## config.mk

```make
export PLATFORM = sky130hd
export DESIGN_NAME = mem_access_unit
export DESIGN_NICKNAME = d
export VERILOG_FILES = /design/src/rtl/mem_access_unit.sv
export SDC_FILE = /design/constraint.sdc
export NUM_CORES = 1
export LEC_CHECK = 0
export CAP_MARGIN = 20
export CORE_UTILIZATION = 45
export CTS_CLUSTER_SIZE = 8
export DETAILED_ROUTE_END_ITERATION = 7
export PLACE_DENSITY = 0.83
export SYNTH_ARGS = -nofsm -noshare
export SYNTH_HDL_FRONTEND = slang
export SYNTH_SLANG_ARGS = --single-unit
```

## constraint.sdc

```tcl
create_clock -name clk -period 5.4 [get_ports clk]
set_input_delay 0.54 -clock clk [delete_from_list [all_inputs] [get_ports clk]]
set_output_delay 0.54 -clock clk [all_outputs]
set_load 0.005 [all_outputs]
```

## src/rtl/mem_access_unit.sv

```systemverilog
// mem_access_unit -- MEM-stage data-memory access unit feeding the MEM/WB register.
//
// Takes address, store data and controls from EX/MEM.
// Runs one req/ready transaction on the data bus for each load or store.
// Aligns and extends the load data.
// Presents readData/aluResult/rd/memToReg/regWrite to MEM/WB.
// While a transaction is outstanding, stall holds the upstream pipeline and
// the WB controls are forced low, so MEM/WB samples bubbles.
//
// Parameters:
//   TIMEOUT_CYCLES  max BUSY cycles without dmemReady before abort (1..255)
// Compile-time option:
//   MEM_MISALIGN_TRAP_EN  when defined, a misaligned access raises misalignErr
//                         and never reaches the bus. When undefined, the
//                         offending low address bits are forced to zero.
// Ports:
//   clk, reset            clock, synchronous active-high reset
//   valid..regWrite       EX/MEM inputs (held by upstream while stall=1)
//   stall                 pipeline hold request
//   readDataOut..regWriteOut  MEM/WB outputs
//   busError              one-cycle pulse on a timed-out transaction
//   misalignErr           misaligned-access flag (trap build only)
//   dmemReq..dmemBe       data-bus request side (registered)
//   dmemReady, dmemRdata  data-bus response side
module mem_access_unit #(
  parameter int unsigned TIMEOUT_CYCLES = 64
) (
  input  logic        clk,
  input  logic        reset,
  input  logic        valid,
  input  logic [31:0] aluResult,
  input  logic [31:0] writeData,
  input  logic [4:0]  rd,
  input  logic [2:0]  funct3,
  input  logic        memRead,
  input  logic        memWrite,
  input  logic        memToReg,
  input  logic        regWrite,
  output logic        stall,
  output logic [31:0] readDataOut,
  output logic [31:0] aluResultOut,
  output logic [4:0]  rdOut,
  output logic        memToRegOut,
  output logic        regWriteOut,
  output logic        busError,
  output logic        misalignErr,
  output logic        dmemReq,
  output logic        dmemWe,
  output logic [31:0] dmemAddr,
  output logic [31:0] dmemWdata,
  output logic [3:0]  dmemBe,
  input  logic        dmemReady,
  input  logic [31:0] dmemRdata
);

  typedef enum logic [1:0] {IDLE, BUSY, RESP} state_t;

  state_t      state;
  logic [31:0] aluQ;
  logic [4:0]  rdQ;
  logic        memToRegQ;
  logic        regWriteQ;
  logic        memReadQ;
  logic [2:0]  funct3Q;
  logic [1:0]  offQ;
  logic [31:0] dataQ;
  logic [7:0]  cnt;

  logic        memOp;
  logic        trap;
  logic [1:0]  reqOff;
  logic [3:0]  reqBe;
  logic [31:0] reqWdata;
  logic [31:0] lane;
  logic [31:0] loadExt;

  assign memOp = valid & (memRead | memWrite);

`ifdef MEM_MISALIGN_TRAP_EN
  logic misaligned;
  assign misaligned = ((funct3[1:0] == 2'b01) & aluResult[0]) |
                      (funct3[1] & (aluResult[1:0] != 2'b00));
  assign trap = memOp & misaligned;
`else
  assign trap = 1'b0;
`endif

  // Byte offset actually used on the bus.
  // Halfwords keep only a[1] and words always use lane 0,
  // which also gives the forced alignment of the non-trap build.
  always_comb begin
    reqOff   = 2'b00;
    reqBe    = 4'b1111;
    reqWdata = writeData;
    case (funct3[1:0])
      2'b00: begin
        reqOff   = aluResult[1:0];
        reqBe    = 4'b0001 << aluResult[1:0];
        reqWdata = {4{writeData[7:0]}};
      end
      2'b01: begin
        reqOff   = {aluResult[1], 1'b0};
        reqBe    = 4'b0011 << {aluResult[1], 1'b0};
        reqWdata = {2{writeData[15:0]}};
      end
      default: ;
    endcase
  end

  always_comb begin
    lane    = dmemRdata >> {offQ, 3'b000};
    loadExt = lane;
    case (funct3Q[1:0])
      2'b00:   loadExt = funct3Q[2] ? {24'b0, lane[7:0]}  : {{24{lane[7]}}, lane[7:0]};
      2'b01:   loadExt = funct3Q[2] ? {16'b0, lane[15:0]} : {{16{lane[15]}}, lane[15:0]};
      default: loadExt = lane;
    endcase
  end

  always_ff @(posedge clk) begin
    if (reset) begin
      state     <= IDLE;
      dmemReq   <= 1'b0;
      dmemWe    <= 1'b0;
      dmemAddr  <= '0;
      dmemWdata <= '0;
      dmemBe    <= '0;
      aluQ      <= '0;
      rdQ       <= '0;
      memToRegQ <= 1'b0;
      regWriteQ <= 1'b0;
      memReadQ  <= 1'b0;
      funct3Q   <= '0;
      offQ      <= '0;
      dataQ     <= '0;
      cnt       <= '0;
      busError  <= 1'b0;
    end else begin
      case (state)
        IDLE: begin
          busError <= 1'b0;
          if (memOp && !trap) begin
            aluQ      <= aluResult;
            rdQ       <= rd;
            memToRegQ <= memToReg;
            regWriteQ <= regWrite;
            memReadQ  <= memRead;
            funct3Q   <= funct3;
            offQ      <= reqOff;
            dmemReq   <= 1'b1;
            dmemWe    <= memWrite;
            dmemAddr  <= {aluResult[31:2], 2'b00};
            dmemWdata <= reqWdata;
            dmemBe    <= reqBe;
            cnt       <= '0;
            state     <= BUSY;
          end
        end
        BUSY: begin
          // When ready and timeout coincide, ready takes priority.
          if (dmemReady) begin
            dmemReq <= 1'b0;
            dmemWe  <= 1'b0;
            dataQ   <= memReadQ ? loadExt : '0;
            state   <= RESP;
          end else if (cnt == 8'(TIMEOUT_CYCLES - 1)) begin
            dmemReq  <= 1'b0;
            dmemWe   <= 1'b0;
            dataQ    <= '0;
            busError <= 1'b1;
            state    <= RESP;
          end else begin
            cnt <= cnt + 8'd1;
          end
        end
        RESP: begin
          busError <= 1'b0;
          state    <= IDLE;
        end
        default: state <= IDLE;
      endcase
    end
  end

  // busError is high only in a timed-out RESP, so it doubles as the abort flag.
  always_comb begin
    stall        = 1'b0;
    readDataOut  = '0;
    aluResultOut = aluResult;
    rdOut        = rd;
    memToRegOut  = memToReg;
    regWriteOut  = regWrite;
    misalignErr  = 1'b0;
    case (state)
      IDLE: begin
        if (trap) begin
          misalignErr = 1'b1;
          regWriteOut = 1'b0;
        end else if (memOp) begin
          stall       = 1'b1;
          regWriteOut = 1'b0;
          memToRegOut = 1'b0;
        end
      end
      BUSY: begin
        stall       = 1'b1;
        regWriteOut = 1'b0;
        memToRegOut = 1'b0;
      end
      RESP: begin
        aluResultOut = aluQ;
        rdOut        = rdQ;
        memToRegOut  = memToRegQ;
        regWriteOut  = regWriteQ & ~busError;
        readDataOut  = dataQ;
      end
      default: ;
    endcase
  end

endmodule
```

==> qor.txt, run 1 <==
n_diodes: 0
endpoints failing hold: 0
initial antenna violation count: 0
Top FF cell, synth: dfxtp_1
Hold Path Class: register to register
first-pass GRT wire length: 31500 µm
Post-Synthesis Cells: 823
clk_lat worst skew: 0.42 ns
mapped cell area: 6330 µm²
Design Area, Final: 9170 µm²
synth top area cells: dfxtp_1, nand2_1, mux2i_1
Via density: 5.32
GRT Total Usage: 27.9%
synthesized flop and latch total: 126
register area share after synthesis: 39.8%
Distinct cells, synth: 48
CP Cell Sequence: inv_1 -> nor2_4 -> buf_4 -> nand2_1 -> nand2_1 -> clkdlybuf4s50_1
Commonest cells post-synth: nand2_1, dfxtp_1, a21oi_1, clkbuf_1, nor2_1
total CTS buffers: 17
Die Height: 121 µm
Fin Setup TNS: 0 ns
slew margin rel.: 41.0%
DP Area: 8640 µm²
Post-route DRC: 0
Slew @ Worst Pin: 0.881 ns
WL/cell: 16.7 µm
peak supply drop: 0.227 mV
Finished Layout Cells: 1197
core box area: 13500 µm²
number of buffers added on ports: 252
WL final: 20000 µm
number of global-route vias before repair: 6097
crit path kind: register to primary output
cell family with most CP delay: buffers and inverters
Ys Warns: 0
delay of the slowest critical-path stage: 0.68 ns
crit path launch type: register
number of gates resized after cts: 0
Post-synth EDFFs: 0
max-slew violations: 0
CTS tree: done
FFs w/ async S/R, synth: 0%
pin count of the biggest net entering global routing: 81
placed insts: 1166
leakage: 3.61 nW
H-tree Lvls: 4
share of layout cells above drive strength 1: 5.19%
Worst EP required: 4.86 ns
Vias: 6365
fin nets: 1122
die area: 14600 µm²
PD cells: 269 nW/µm²
global route total overflow: 0
I/O pin total: 256
Setup Skew: 0.00818 ns
status: completed
max_cap viols: 0
final hold slack: 0.453 ns
Final HPWL DP: 14200 µm
Mapped Avg Cell Area: 7.70 µm²
most used cell, CP: nand2_1
worst path bufs/invs: 3
RSZ-0062 raised after global routing: no
Root Driver: clkbuf_16
DRT iter0 DRCs: 377
worst-path maximum fanout: 43
Yosys top cell area share: 39.8%
period utilization: 61.4%
cell taking the most area after synthesis: dfxtp_1
CP max stage cell: nor2_4
area delta synth->final: 44.8%
RD Place Congestion: 0.830
max frequency: 302 MHz
final setup violation count: 0
fin crit period: 3.32 ns
Setup Buffers After CTS: 0
Arr. time, crit path: 2.78 ns
Final ANT Viol Nets: 0
clk buf depth: 2
Die X: 121 µm
initial core utilization: 46.9%
Site Rows: 42
drt first pass iters: 5
CTS Sinks: 126
Clk pin slew, worst setup/hold paths: 0.05 ns
CP Capture Type: primary output
dominant cell by count in the synthesized netlist: nand2_1
CTS hold repair buffers: 0
Design Power: 0.00246 W
==> report_power, final <==
part	total, W	internal, W	switching (W)	leakage (nW)
Sequential	0.00101	0.000976	0.0000320	1.03
Combinational	0.000433	0.000233	0.000200	2.31
Clock	0.00102	0.000626	0.000396	0.265
==> cell type report <==
| type | instances | area (µm²) |
|---|---|---|
| fillers | 1096 | 4330 |
| multi-input cells | 596 | 3280 |
| repair buffers | 262 | 2590 |
| flip-flops and latches | 126 | 2520 |
| clock buffers | 24 | 492 |
| well taps | 176 | 220 |
| clock inverters | 7 | 37.5 |
| inverters | 6 | 22.5 |
==> kinds of logic (layout without fill, tap and decap cells) <==
| family | Yosys count | count (layout) | share of synthesized area (%) |
|---|---|---|---|
| and+or+nand+nor | 356 | 356 | 23.8 |
| DFF | 126 | 126 | 39.8 |
| muxes | 49 | 49 | 8.08 |
| AOI/OAI and AO/OA | 187 | 187 | 19.3 |
| buffers and inverters | 103 | 299 | 8.71 |
| adders and majority gates | 1 | 1 | 0.197 |
| other | 1 | 3 | 0.0592 |
==> final timing paths <==
check        depth (start not counted)  slack [ns]                to         start
min                                  2        0.45      dmemWdata[2]  dmemWdata[2]
max                                  6        2.08  aluResultOut[11]      state[1]
min reg2reg                          2        0.45      dmemWdata[2]  dmemWdata[2]
max reg2reg                          5        2.79         dataQ[28]        cnt[0]
==> routing by layer <==
layer / vias to the layer above / wire length [µm] / share of wire [%] / global-route usage [%]
li1: 3153 / - / - / -
met1: 2927 / 8410 / 42 / 33.6
met2: 250 / 9340 / 47 / 45.1
met3: 35 / 1840 / 9.2 / 10.0
met4: 0 / 464 / 2.3 / 10.8
met5: - / 0 / 0 / 0
==> worst reg2reg max path, delay by kind of cell, from the launching register on <==
family | cells | cell delay [ns]
adders and majority gates | 1 | 0.26
AOI/OAI and AO/OA | 3 | 1.76
DFF | 1 | 0.35
and+or+nand+nor | 1 | 0.19
==> cell usage in the layout, fill, tap and decap left out, types with 3 or more instances in the layout <==
cell / instances
mux2i_1: 41
a21oi_1: 71
dfxtp_1: 126
nand2_1: 254
nand3b_1: 4
clkdlybuf4s50_1: 251
clkbuf_1: 3
o211ai_1: 9
a311oi_1: 10
clkbuf_8: 4
o21ai_0: 37
buf_4: 11
a22o_1: 9
mux2_2: 7
and2_1: 32
conb_1: 3
a211o_1: 8
o2111ai_1: 5
clkbuf_16: 17
a211oi_1: 9
inv_1: 5
a221o_1: 8
nor2_1: 41
a2bb2oi_1: 7
nand3_1: 6
o21a_1: 3
clkinv_2: 6
a2111o_1: 5
==> registers in the layout, summed over array words and instances (netlist names) <==
name	cells
dmemWdata	32
funct3Q	3
offQ	2
dmemBe	4
rdQ	5
busError	1
regWriteQ	1
memReadQ	1
cnt	8
memToRegQ	1
dataQ	32
dmemWe	1
state	2
aluQ	32
dmemReq	1
==> metrics by stage <==
| step | setup WS [ns] | utilization (%) |
|---|---|---|
| floorplan | 3.50 | - |
| global placement | 2.62 | 64.0 |
| detailed placement | 2.50 | 64.0 |
| CTS | 2.02 | 67.9 |
| global route | 1.88 | 67.9 |
| finish | 2.08 | 67.9 |
No activity file was read; power rests on OpenSTA's default activity.
==> inputs of run 2 (changes only) <==
CORE_UTILIZATION = 40   (was 45)
PLACE_DENSITY = 0.78   (was 0.83)
clock period = 3 ns   (was 5.4 ns; I/O delays follow)
==> qor.txt, run 2 (same netlist as run 1, synthesis figures left out) <==
PD cells: 503 nW/µm² (+87%)
Largest regs: aluQ x32, dataQ x32, dmemWdata x32
RSZ-0062 raised after global routing: no
cell family with most CP delay: buffers and inverters
P_int: 0.00356 W (+94%)
fin crit period: 2.69 ns
area delta synth->final: 47.4%
RD Place Congestion: 0.835 (+0.53%)
crit path launch type: register
CTS tree: done
slew margin rel.: 42.2% (+1.2 points)
CTS hold repair buffers: 0 (unchanged)
endpoints failing hold: 0 (unchanged)
leakage: 3.66 nW (+1.5%)
number of buffers added on ports: 252 (unchanged)
max frequency: 372 MHz
Final Util: 61.0% (-6.9 points)
commonest non-fill, non-tap cell in the layout: nand2_1
DRT iter0 DRCs: 396 (+5.0%)
Design Power: 0.00470 W (+91%)
WL final: 20100 µm (+0.30%)
number of gates resized after cts: 0 (unchanged)
initial antenna violation count: 1 (+1)
clk_lat worst skew: 0.42 ns (about the same)
Fin Setup TNS: 0 ns (unchanged)
Worst R2R Path Depth: 5 (unchanged)
Final HPWL DP: 14400 µm (+1.4%)
peak supply drop: 0.389 mV (+71%)
Crit path depth: 5 (-1)
Slew @ Worst Pin: 0.867 ns (-0.0146 ns)
Setup Buffers After CTS: 0 (unchanged)
Post-route DRC: 0 (unchanged)
final setup violation count: 0 (unchanged)
I/O pin total: 256 (unchanged)
Vias: 6454 (+1.4%)
pin count of the biggest net entering global routing: 69 (-15%)
most used cell, CP: nand2_1
Psw: 0.00114 W (+81%)
GRT Total Usage: 24.5% (-3.4 points)
worst path bufs/invs: 2 (-1)
status: completed
most frequent cells in the layout: nand2_1, clkdlybuf4s50_1, dfxtp_1, a21oi_1
sequential share of power: 38.6% (-2.3 points)
total CTS buffers: 17 (unchanged)
die area: 16300 µm² (+12%)
clock power share: 44.7% (+3.2 points)
Switching Fraction: 24.2% (-1.3 points)
CP Cell Sequence: or2b_1 -> buf_4 -> nand2_1 -> nand2_1 -> clkdlybuf4s50_1
share of layout cells above drive strength 1: 5.56% (+0.37 points)
Hold Path End: aluQ[31]
drt first pass iters: 5 (unchanged)
clk buf depth: 2 (unchanged)
Worst Min Path Start: reset
initial core utilization: 41.4% (-5.5 points)
hold path depth: 2 (unchanged)
Comb pwr share: 16.7% (-0.9 points)
Site Rows: 45 (+7.1%)
Die X: 128 µm (+6.0%)
crit path kind: register to primary output
CP Capture Type: primary output
period utilization: 89.7%
core box area: 15300 µm² (+13%)
fin nets: 1127 (+0.45%)
global route total overflow: 0 (unchanged)
Worst EP required: 2.70 ns (-2.16 ns)
Reg2Reg Launch Point: cnt[0]
Hold Path Class: input port to register
Arr. time, crit path: 2.39 ns (-0.39 ns)
R2R setup slack: 0.70 ns (-2.09 ns)
Crit. Startpoint: state[0]
Via density: 5.22 (-1.9%)
Root Driver: clkbuf_16
CP max stage cell: dfxtp_1
Setup Skew: 0.0127 ns (+0.00456 ns)
Final ANT Viol Nets: 0 (unchanged)
worst-path maximum fanout: 20 (-53%)
CTS Sinks: 126 (unchanged)
Clk pin slew, worst setup/hold paths: 0.06 ns (about the same)
Die Height: 128 µm (+6.0%)
first-pass GRT wire length: 31300 µm (-0.72%)
H-tree Lvls: 4 (unchanged)
max_cap viols: 0 (unchanged)
WL/cell: 16.3 µm (-2.9%)
delay of the slowest critical-path stage: 0.61 ns (-0.07 ns)
reg2reg end: dataQ[25]
number of global-route vias before repair: 6035 (-1.0%)
max-slew violations: 0 (unchanged)
## run 2: final cells by class
cell class                      instances  area [µm²]
Fill cell                            1375        5980
Multi-Input combinational cell        596        3280
Timing Repair Buffer                  267        2650
Sequential cell                       126        2520
Clock buffer                           24         492
Tap cell                              211         264
Clock inverter                          6         108
Inverter                                6        22.5
Antenna cell                            1        2.50
## run 2: power by group through the flow
stage	registers, W	clock network, W	logic [W]
6_report	0.00181	0.00210	0.000786
3_5_place_dp	0.00185	0	0.000782
2_1_floorplan	0.00184	0	0.000361
5_1_grt	0.00182	0.00221	0.000852
3_3_place_gp	0.00185	0	0.000779
4_1_cts	0.00181	0.00213	0.000789
## run 2: through the flow
stage	setup slack [ns]	cell area, µm²	cells	hold slack, ns
final	0.310	9340	1237	0.297
after global routing	0.186	9340	1237	0.299
after CTS	0.295	9340	1236	0.289
after detailed placement	0.756	8740	1206	0.441
after global placement	0.735	8740	1206	0.438
after floorplan	1.12	6340	825	0.427
## run 2: worst reg2reg max path, stage by stage (launching register included)
cell,delay (ns)
dfxtp_1,0.40
ha_1,0.23
nor3b_1,0.42
a21oi_1,0.16
o21a_1,0.49
a221o_1,0.48
## run 2: worst max-delay path by stage
stage	endpoint	slack, ns
3_3_place_gp	aluResultOut[5]	0.74
3_5_place_dp	dataQ[25]	0.76
2_1_floorplan	dataQ[28]	1.12
6_report	aluResultOut[5]	0.31
5_1_grt	rdOut[1]	0.19
4_1_cts	rdOut[0]	0.30
## run 2: routing by layer
metal	track usage, %	wire length [µm]	vias to the layer above
met1	30.3	8600	3005
met3	8.51	1850	30
li1	-	-	3159
met5	0	0	-
met4	9.48	387	0
met2	39.0	9260	260
==> inputs of run 3 (changes only) <==
CORE_MARGIN = 1.5   (was default)
SKIP_LAST_GASP = 1   (was default)
==> qor.txt, run 3 (same netlist as run 1, synthesis figures left out) <==
DP Area: 8730 µm² (-0.11%)
Design Area, Final: 9330 µm² (-0.12%)
initial antenna violation count: 0 (-1)
CP Capture Type: primary output
n_diodes: 0 (-1)
RSZ-0062 raised after global routing: no
Via density: 5.18 (-0.69%)
clk buf depth: 2 (unchanged)
Clk pin slew, worst setup/hold paths: 0.06 ns (about the same)
crit path kind: register to primary output
H-tree Lvls: 4 (unchanged)
total CTS buffers: 17 (unchanged)
CTS Sinks: 126 (unchanged)
number of gates resized after cts: 0 (unchanged)
PD cells: 502 nW/µm² (-0.19%)
slew margin rel.: 29.5% (-13 points)
Psw: 0.00116 W (+2.3%)
delay of the slowest critical-path stage: 0.50 ns (-0.11 ns)
area delta synth->final: 47.2%
GRT Total Usage: 23.7% (-0.76 points)
RD Place Congestion: 0.853 (+2.2%)
crit path launch type: register
CTS hold repair buffers: 0 (unchanged)
Post-route DRC: 0 (unchanged)
Arr. time, crit path: 2.36 ns (-0.03 ns)
P_int: 0.00352 W (-1.2%)
Slew @ Worst Pin: 1.06 ns (+0.190 ns)
CTS tree: done
Die Height: 129 µm (+0.78%)
first-pass GRT wire length: 30900 µm (-1.3%)
number of global-route vias before repair: 6035 (unchanged)
max frequency: 375 MHz (+0.97%)
number of buffers added on ports: 252 (unchanged)
max-slew violations: 0 (unchanged)
sequential share of power: 38.7% (about the same)
Root Driver: clkbuf_16
global route total overflow: 0 (unchanged)
Die X: 129 µm (+0.78%)
CP Cell Sequence: inv_1 -> nor2_4 -> buf_4 -> a22o_1 -> clkdlybuf4s50_1
pin count of the biggest net entering global routing: 101 (+46%)
Final ANT Viol Nets: 0 (unchanged)
fin crit period: 2.66 ns (-0.0258 ns)
clock power share: 44.7% (about the same)
Final HPWL DP: 13700 µm (-4.8%)
clk_lat worst skew: 0.42 ns (about the same)
placed insts: 1203 (-0.25%)
worst-path maximum fanout: 40 (+100%)
DRT iter0 DRCs: 417 (+5.3%)
share of layout cells above drive strength 1: 5.57% (about the same)
commonest non-fill, non-tap cell in the layout: nand2_1
Largest regs: aluQ x32, dataQ x32, dmemWdata x32
CP max stage cell: clkdlybuf4s50_1
status: completed
I/O pin total: 256 (unchanged)
Finished Layout Cells: 1235 (-0.16%)
final setup violation count: 0 (unchanged)
initial core utilization: 41.4% (unchanged)
peak supply drop: 0.311 mV (-20%)
drt first pass iters: 5 (unchanged)
WL/cell: 15.9 µm (-1.9%)
max_cap viols: 0 (unchanged)
most frequent cells in the layout: nand2_1, clkdlybuf4s50_1, dfxtp_1, a21oi_1
Design Power: 0.00468 W (-0.31%)
Site Rows: 45 (unchanged)
fin nets: 1124 (-0.27%)
period utilization: 88.8% (-0.86 points)
die area: 16600 µm² (+1.6%)
Worst EP required: 2.70 ns (about the same)
Setup Buffers After CTS: 0 (unchanged)
Setup Skew: 0.00877 ns (-0.00398 ns)
Comb pwr share: 16.7% (about the same)
Fin Setup TNS: 0 ns (unchanged)
Hold Path Class: input port to register
Switching Fraction: 24.8% (+0.64 points)
WL final: 19700 µm (-2.1%)
endpoints failing hold: 0 (unchanged)
leakage: 3.65 nW (-0.41%)
Vias: 6399 (-0.85%)
core box area: 15300 µm² (unchanged)
-- run 3: cell types whose count changed in the layout (fill, tap and decap cells not counted) --
cell,before,now
clkbuf_1,3,2
buf_4,15,11
clkinv_2,2,4
diode_2,1,0
clkbuf_8,4,2
buf_12,1,2
clkinvlp_4,1,4
-- run 3: routing by layer --
metal / track usage, % / up-vias / routed length (µm)
met2: 38.7 / 251 / 9210
met1: 28.8 / 2970 / 8220
met3: 8.15 / 34 / 1860
met4: 9.39 / 0 / 394
met5: 0 / - / 0
li1: - / 3144 / -
-- run 3: final timing paths --
path	startpoint	to	slack (ns)	cells past startpoint
worst max-delay path	state[1]	memToRegOut	0.34	5
worst min-delay path	reset	cnt[5]	0.34	3
worst max register to register	cnt[0]	dataQ[26]	0.44	5
worst min register to register	dataQ[20]	dataQ[20]	0.45	1
-- run 3: critical path, delay by kind of cell, from the launching register on --
kind	cells	cell delay (ns)
buf+inv	3	1.08
flops	1	0.48
compound gates	1	0.24
simple gates	1	0.13
-- run 3: through the flow --
stage	setup slack, ns	util, %	hold slack [ns]
after floorplan	1.12	-	0.427
after global placement	0.563	57.0	0.435
after detailed placement	0.519	57.0	0.441
after CTS	0.326	60.9	0.317
after global routing	0.191	60.9	0.372
final	0.336	60.9	0.336
-- run 3: power by group through the flow --
stage          clock network (W)  registers, W  logic, W
6_report                 0.00209       0.00181  0.000781
5_1_grt                  0.00220       0.00182  0.000852
4_1_cts                  0.00212       0.00181  0.000785
3_5_place_dp                   0       0.00185  0.000780
3_3_place_gp                   0       0.00184  0.000776
2_1_floorplan                  0       0.00184  0.000361
-- run 3: area by class of cell --
class / instances / area [µm²]
inverters: 6 / 22.5
clock buffers: 21 / 460
repair buffers: 264 / 2640
fillers: 1353 / 5990
multi-input cells: 596 / 3280
well taps: 211 / 264
flip-flops and latches: 126 / 2520
clock inverters: 11 / 140
